<file path="src/rtl/seg_capture.sv">
// Seven-segment capture: debounces a sampled {digit_sel, segment} pattern and decodes it to BCD (hex A-F when SEG_CAPTURE_HEX_EN is defined).
// Latency: a pattern sampled at edge k pulses o_Valid/o_Error in the cycle after edge k+STABLE_CYCLES; no backpressure.
module seg_capture #(
  parameter int STABLE_CYCLES = 4
) (
  input  logic       i_Clk,
  input  logic       i_Rst_L,
  input  logic [6:0] i_Segment,
  input  logic       i_Digit_Sel,
  output logic [3:0] o_Ones,
  output logic [3:0] o_Tens,
  output logic       o_Valid,
  output logic       o_Error,
  output logic [7:0] o_Err_Count
);

  typedef enum logic [1:0] {
    IDLE   = 2'd0,
    TRACK  = 2'd1,
    LOCKED = 2'd2
  } state_t;

  localparam logic [6:0] BLANK    = 7'b1111111;
  localparam logic [7:0] STABLE_N = 8'(STABLE_CYCLES);

`ifdef SEG_CAPTURE_HEX_EN
  localparam logic HEX_EN = 1'b1;
`else
  localparam logic HEX_EN = 1'b0;
`endif

  // Returns {recognized, value}; letter patterns are recognized only in the hex build.
  function automatic logic [4:0] decode(input logic [6:0] seg);
    logic [4:0] r;
    r = 5'b0;
    case (seg)
      7'b1000000: r = {1'b1, 4'd0};
      7'b1111001: r = {1'b1, 4'd1};
      7'b0100100: r = {1'b1, 4'd2};
      7'b0110000: r = {1'b1, 4'd3};
      7'b0011001: r = {1'b1, 4'd4};
      7'b0010010: r = {1'b1, 4'd5};
      7'b0000010: r = {1'b1, 4'd6};
      7'b1111000: r = {1'b1, 4'd7};
      7'b0000000: r = {1'b1, 4'd8};
      7'b0010000: r = {1'b1, 4'd9};
      7'b0001000: r = {HEX_EN, 4'd10};
      7'b0000011: r = {HEX_EN, 4'd11};
      7'b1000110: r = {HEX_EN, 4'd12};
      7'b0100001: r = {HEX_EN, 4'd13};
      7'b0000110: r = {HEX_EN, 4'd14};
      7'b0001110: r = {HEX_EN, 4'd15};
      default:    r = 5'b0;
    endcase
    return r;
  endfunction

  logic [7:0] samp_q;
  logic [7:0] prev_q;
  state_t     state_q;
  state_t     state_d;
  logic [7:0] cnt_q;
  logic [7:0] cnt_d;
  logic [3:0] ones_q;
  logic [3:0] tens_q;
  logic       valid_q;
  logic       error_q;
  logic [7:0] err_cnt_q;

  logic       samp_blank;
  logic       samp_same;
  logic       fire_d;
  logic       recog;
  logic [3:0] dec_val;

  always_comb begin
    samp_blank       = (samp_q[6:0] == BLANK);
    // Digit select is part of the compared word, so a select-only change restarts tracking.
    samp_same        = (samp_q == prev_q);
    {recog, dec_val} = decode(samp_q[6:0]);
    state_d          = state_q;
    cnt_d            = cnt_q;
    case (state_q)
      IDLE: begin
        if (!samp_blank) begin
          state_d = TRACK;
          cnt_d   = 8'd1;
        end
      end
      TRACK: begin
        if (samp_blank) begin
          state_d = IDLE;
          cnt_d   = 8'd0;
        end else if (samp_same) begin
          cnt_d = cnt_q + 8'd1;
        end else begin
          cnt_d = 8'd1;
        end
      end
      LOCKED: begin
        if (samp_blank) begin
          state_d = IDLE;
          cnt_d   = 8'd0;
        end else if (!samp_same) begin
          state_d = TRACK;
          cnt_d   = 8'd1;
        end
      end
      default: begin
        state_d = IDLE;
        cnt_d   = 8'd0;
      end
    endcase
    // Acceptance happens on the edge the count reaches the window, so a window of 1 fires straight from IDLE.
    fire_d = (state_d == TRACK) && (cnt_d == STABLE_N);
    if (fire_d) begin
      state_d = LOCKED;
    end
  end

  always_ff @(posedge i_Clk or negedge i_Rst_L) begin
    if (!i_Rst_L) begin
      samp_q    <= {1'b0, BLANK};
      prev_q    <= {1'b0, BLANK};
      state_q   <= IDLE;
      cnt_q     <= 8'd0;
      ones_q    <= 4'd0;
      tens_q    <= 4'd0;
      valid_q   <= 1'b0;
      error_q   <= 1'b0;
      err_cnt_q <= 8'd0;
    end else begin
      samp_q  <= {i_Digit_Sel, i_Segment};
      prev_q  <= samp_q;
      state_q <= state_d;
      cnt_q   <= cnt_d;
      valid_q <= fire_d && recog;
      error_q <= fire_d && !recog;
      if (fire_d && recog) begin
        if (samp_q[7]) begin
          tens_q <= dec_val;
        end else begin
          ones_q <= dec_val;
        end
      end
      if (fire_d && !recog && (err_cnt_q != 8'hFF)) begin
        err_cnt_q <= err_cnt_q + 8'd1;
      end
    end
  end

  assign o_Ones      = ones_q;
  assign o_Tens      = tens_q;
  assign o_Valid     = valid_q;
  assign o_Error     = error_q;
  assign o_Err_Count = err_cnt_q;

endmodule
</file>
<file path="config.mk">
export PLATFORM = sky130hd
export DESIGN_NAME = seg_capture
export DESIGN_NICKNAME = d
export VERILOG_FILES = /design/src/rtl/seg_capture.sv
export SDC_FILE = /design/constraint.sdc
export NUM_CORES = 1
export LEC_CHECK = 0
export CORE_UTILIZATION = 35
export CTS_CLUSTER_DIAMETER = 40
export DETAILED_ROUTE_END_ITERATION = 7
export PLACE_DENSITY = 0.64
export SKIP_CTS_REPAIR_TIMING = 1
export SYNTH_ARGS = -nofsm -noshare
export SYNTH_HDL_FRONTEND = slang
export SYNTH_SLANG_ARGS = --single-unit
</file>
<file path="constraint.sdc">
create_clock -name i_Clk -period 2.8 [get_ports i_Clk]
set_input_delay 0.56 -clock i_Clk [delete_from_list [all_inputs] [get_ports i_Clk]]
set_output_delay 0.56 -clock i_Clk [all_outputs]
set_load 0.02 [all_outputs]
</file>
==> impl_metrics.json, run 1 <==
{
  "status": "complete, no violations",
  "crit_path_top_delay_cell": "dfstp_2",
  "syn_avg_cell_area_um2": 10.5,
  "rsz0062_at_grt": "false",
  "grt_antenna_before_repair": 0,
  "io_buffers": 27,
  "synthFlopType": "dfrtp_1",
  "p_leak_uw": 0.00117,
  "setup_viol": 0,
  "cp_cell_sequence": "nand4_4 -> nor2_4 -> nor2_2 -> a311o_1 -> nor4b_4 -> and3_2 -> mux2_1",
  "synth-seq-cells": 44,
  "clk_pin_slew_ns": 0.08,
  "hold_ws_ns": 0.410,
  "synth_warnings": 0,
  "final-hold-violation-count": 0,
  "fp.dieH_um": 83.3,
  "synth_edf_count": 0,
  "crit_type": "reg -> reg",
  "dpl_worst_slack_ns": 0.0828,
  "n_fill_cell": 599,
  "power_density_nw_per_um2": 423,
  "synth_area_leaders": "dfrtp_1, dfstp_2, xnor2_1, nand2_1, nor2_1",
  "cap_violations": 0,
  "synth_cell_types": 54,
  "grt_max_degree": 45,
  "routedWlPerCell_um": 14.2,
  "final_area_um2": 2790,
  "n_antenna_cell": 0,
  "crit_path_start_kind": "flip-flop",
  "tightestPinTransition_ns": 0.950,
  "critPathMaxFanout": 12,
  "finalNetCount": 268,
  "cts_sinks": 44,
  "yosysTopAreaCell": "dfrtp_1",
  "reg2reg_depth": 7,
  "r2r-start": "samp_q[5]",
  "total_power_uw": 1180,
  "cp_top_family": "simple AND/OR/NAND/NOR gates",
  "grtUsageTotal_pct": 14.7,
  "cp.depth": 7,
  "dieArea_um2": 6940,
  "drt_iter0_markers": 117,
  "clockRootBuffer": "clkbuf_8",
  "syn_nets": 232,
  "relSlewSlack_pct": 36.6,
  "hold_class": "in -> async",
  "path_buf_inv": 0,
  "clock_skew_ns": 0.00662,
  "grt_pass1_vias": 1695,
  "worstSetupEndpointType": "flip-flop",
  "cts_tree": "yes",
  "finalCritPeriodShare_pct": 93.0,
  "core_um2": 6350,
  "yosysSeqAreaShare_pct": 48.4,
  "fin_setup_tns_ns": 0,
  "cp-startpoint": "samp_q[5]",
  "finalCriticalPeriod_ns": 2.60,
  "area_growth_pct": 20.7,
  "gp_congestion": 0.925,
  "syn_area_um2": 2310,
  "route.detailed.drc": 0,
  "numCtsBuffers": 5,
  "start_util_pct": 36.4,
  "synth_cells": 220,
  "core.rowCount": 29,
  "worst_ir_drop_vdd_mv": 0.208,
  "viasPerCell": 5.20,
  "setup_slack_ns": 0.195,
  "clock_path_buffers": 2,
  "dpl_cell_area_um2": 2680,
  "ant_nets": 0,
  "hpwl_um": 3340,
  "crit_path_max_incr_delay_ns": 0.60,
  "drtPass1Iterations": 4,
  "drive_above_1_share_pct": 19.5,
  "grt_pass1_wl_um": 8310,
  "vias": 1738,
  "clk_latency_ns": 0.29,
  "maxSlewViolCount": 0,
  "synth_most_common_cell": "dfrtp_1",
  "synth_top_area_share_pct": 32.4,
  "worstPathArrival_ns": 2.79,
  "achievable-frequency_mhz": 384,
  "ios": 28,
  "die_w_um": 83.3,
  "htree_levels": 2,
  "drt-total-wl_um": 4750,
  "overflow": 0,
  "async_flop_share_pct": 100,
  "required_ns": 2.98,
  "netlist_top_cells_count": "dfrtp_1, nand2_1, nor2_1"
}
-- cell type report --
cell class                 count  area, um2  area share (%)
tap                           77       96.3            3.45
timing repair buffer          40        363            13.0
multi-input combinational    159       1090            39.2
clock buffer                   6       82.6            2.96
sequential                    44       1120            40.1
inverter                       6       22.5           0.806
clock inverter                 2       15.0           0.538
-- power breakdown --
| group | total, uW | internal (uW) | switching [uW] |
|---|---|---|---|
| Sequential | 668 | 656 | 11.9 |
| Clock | 418 | 200 | 219 |
| Combinational | 94.2 | 41.1 | 53.1 |
-- per-stage QoR --
step	util, %	cells
final	44.0	334
after global routing	44.0	334
after CTS	43.7	332
after detailed placement	42.2	324
after global placement	42.2	324
after floorplan	-	220
-- placed cells by master, fill, tap and decap left out, types with 2 or more instances in the layout --
master           count
dfrtp_1             30
dfstp_2             14
clkinvlp_4           2
mux2_1               5
a211oi_1             3
or2_2                2
nand3_1             11
nand2b_1             3
and3_1               9
nor3_1               6
mux2_2               3
nor2b_1              3
a311o_1              3
buf_4               13
ha_1                 2
o21ai_0              5
inv_1                6
nand4_1              6
xor2_1               6
clkdlybuf4s50_1     26
a32o_1               2
a21oi_1              6
clkbuf_8             6
nand2_1             18
nor2_1              17
a22oi_1              2
nor4_1               4
xnor2_1             15
nor2_2               2
-- state kept, by name (all words and copies together), names as in the netlist, 2 cells and up --
| register | count |
|---|---|
| o_Ones | 4 |
| o_Err_Count | 8 |
| state_q | 2 |
| samp_q | 8 |
| cnt_q | 8 |
| prev_q | 8 |
| o_Tens | 4 |
-- final timing paths --
check / to / slack, ns
worst max-delay path: o_Tens[3] / 0.20
worst min-delay path: cnt_q[6] / 0.41
worst max register to register: o_Tens[3] / 0.20
worst min register to register: prev_q[4] / 0.41
max in group asynchronous: o_Tens[3] / 1.80
min in group i_Clk: prev_q[4] / 0.41
-- logic make-up after synthesis --
| family | after synthesis | share of synthesized area, % |
|---|---|---|
| fa+ha+maj | 2 | 1.08 |
| buf+inv | 17 | 4.38 |
| flops | 44 | 48.4 |
| xor+xnor | 21 | 7.95 |
| simple gates | 95 | 23.6 |
| mux | 9 | 4.54 |
| compound gates | 32 | 10.1 |
-- per-layer routing --
layer  GRT usage, %  wire [um]  vias up
met5              0          0        -
met4           4.70         74        0
met3           3.38        244       10
met2           22.1       2120       53
met1           20.9       2320      815
li1               -          -      860
-- worst reg2reg max path: stages (launching register included) --
cell and delay [ns]:
dfstp_2 0.60, nand4_4 0.15, nor2_4 0.26, nor2_2 0.08, a311o_1 0.40, nor4b_4 0.36
and3_2 0.30, mux2_1 0.34
Note: power is estimated with default switching activity, not from simulation.
==> run 2: changes to the inputs <==
SLEW_MARGIN = 20   (was not set)
==> results of run 2 <==
No change in the layout: final DEF, timing and power equal those of run 1.
==> run 3: changes to the inputs <==
CORE_ASPECT_RATIO = 1.75   (was not set)
==> run 3 against run 2 <==
Maximum frequency fell by 0.28%. Critical path depth is 2 higher. Largest cell class unchanged. Count of clock-buffer cells in the layout is 1 higher. Via count grew 3.5%. Core utilization increased by 0.54 points. Hold slack lost 0.016 ns. Clock power decreased by 9.1%. Critical endpoint is now o_Err_Count[1]. Clock skew increased by 0.0062 ns. Design area barely moved.
==> impl_metrics.json, run 3 (synthesis gave the netlist of run 1 again) <==
{
  "power_density_nw_per_um2": 409,
  "route.detailed.drc": 0,
  "rsz0062_at_grt": "false",
  "grtUsageTotal_pct": 15.6,
  "cp_common_cell": "buf_4",
  "required_ns": 2.98,
  "hpwl_um": 3930,
  "grt_pass1_vias": 1831,
  "cap_violations": 0,
  "status": "complete, no violations",
  "crit_type": "reg -> reg",
  "final_area_um2": 2790,
  "ant_nets": 0,
  "r2r-start": "samp_q[6]",
  "final_cell_mix": "dfrtp_1, clkdlybuf4s50_1, nand2_1, nor2_1",
  "tightestPinTransition_ns": 0.957,
  "clock_skew_ns": 0.0128,
  "grt_antenna_before_repair": 0,
  "setup_slack_ns": 0.188,
  "cp_cell_sequence": "nand4_4 -> nor2_4 -> nor2_2 -> a311o_1 -> nor4b_4 -> buf_4 -> buf_4 -> nand2_4 -> mux2_4",
  "numCtsBuffers": 5,
  "cp_top_family": "simple AND/OR/NAND/NOR gates",
  "setup_viol": 0,
  "gp_congestion": 0.889,
  "vias": 1799,
  "comb_power_share_pct": 8.2,
  "n_fill_cell": 627,
  "switching_share_pct": 23.7,
  "worstPathArrival_ns": 2.79,
  "hold_ws_ns": 0.394,
  "ios": 28,
  "grt_max_degree": 45,
  "area_growth_pct": 20.8,
  "hold_class": "reg -> reg",
  "start_util_pct": 36.9,
  "n_antenna_cell": 0,
  "dpl_cell_area_um2": 2710,
  "power_switching_uw": 271,
  "overflow": 0,
  "clk_pin_slew_ns": 0.08,
  "finalCriticalPeriod_ns": 2.61,
  "core.rowCount": 38,
  "cts_sinks": 44,
  "clockRootBuffer": "clkbuf_8",
  "drt_iter0_markers": 45,
  "crit_path_start_kind": "flip-flop",
  "drt-total-wl_um": 5060,
  "cp-startpoint": "samp_q[6]",
  "finalCritPeriodShare_pct": 93.3,
  "final-hold-violation-count": 0,
  "critPathMaxFanout": 12,
  "core_um2": 6280,
  "relSlewSlack_pct": 36.2,
  "drtPass1Iterations": 4,
  "io_buffers": 27,
  "drive_above_1_share_pct": 18.9,
  "crit_path_top_delay_cell": "dfstp_2",
  "pwr-share-clk_pct": 33.2,
  "maxSlewViolCount": 0,
  "p_int_uw": 872,
  "achievable-frequency_mhz": 383,
  "layout_commonest_cell": "dfrtp_1",
  "cts_tree": "yes",
  "grt_pass1_wl_um": 8340,
  "worstHoldStart": "samp_q[0]",
  "clock_path_buffers": 2,
  "worstSetupEndpointType": "flip-flop",
  "htree_levels": 2,
  "fp.dieH_um": 110,
  "clk_latency_ns": 0.30,
  "dpl_worst_slack_ns": 0.184,
  "fin_setup_tns_ns": 0,
  "path_buf_inv": 2,
  "dieArea_um2": 6950,
  "p_leak_uw": 0.00118,
  "worst_ir_drop_vdd_mv": 0.285,
  "crit_path_max_incr_delay_ns": 0.61,
  "routedWlPerCell_um": 14.9,
  "die_w_um": 63.5,
  "viasPerCell": 5.31,
  "p_seq_share_pct": 58.5,
  "finalNetCount": 270
}
-- run 3: cell types whose count changed in the layout (fill, tap and decap cells not counted), sizes merged --
cell	previous run	this run
buf	14	16
clkinvlp	2	0
clkbuf	6	7
clkinv	0	1
-- run 3: stage by stage --
step,instances,util (%),total power (uW)
2_1_floorplan,220,-,730
3_3_place_gp,331,43.2,774
3_5_place_dp,331,43.2,775
4_1_cts,339,44.5,1160
5_1_grt,339,44.5,1200
6_report,339,44.5,1140
-- run 3: power by group through the flow --
stage | clock network (uW) | logic (uW) | registers (uW)
after floorplan | 0 | 53.8 | 676
after global placement | 0 | 93.8 | 680
after detailed placement | 0 | 94.5 | 681
after CTS | 394 | 95.0 | 669
after global routing | 422 | 104 | 671
final | 380 | 94.3 | 669
-- run 3: worst paths after layout --
kind	endpoint	slack [ns]	cells after the start
hold reg to reg	prev_q[0]	0.39	0
max in group asynchronous	o_Err_Count[7]	1.79	1
setup / recovery	o_Err_Count[1]	0.19	9
min in group asynchronous	cnt_q[6]	0.42	1
hold / removal	prev_q[0]	0.39	0
setup reg to reg	o_Err_Count[1]	0.19	9
-- run 3: final cells by class --
| type | instances | area [um2] | area share, % |
|---|---|---|---|
| repair buffers | 42 | 378 | 13.5 |
| multi-input cells | 159 | 1090 | 39.1 |
| well taps | 80 | 100 | 3.58 |
| clock buffers | 7 | 76.3 | 2.73 |
| inverters | 6 | 22.5 | 0.806 |
| flip-flops and latches | 44 | 1120 | 40.0 |
| clock inverters | 1 | 5.00 | 0.179 |
-- run 3: routing by layer --
metal	track usage [%]	vias to the layer above	part of all wire [%]	wire length, um
met1	14.4	884	36	1810
met4	7.31	0	3.1	157
met2	32.2	36	59	2980
li1	-	865	-	-
met5	0	-	0	0
met3	2.28	14	2.1	107
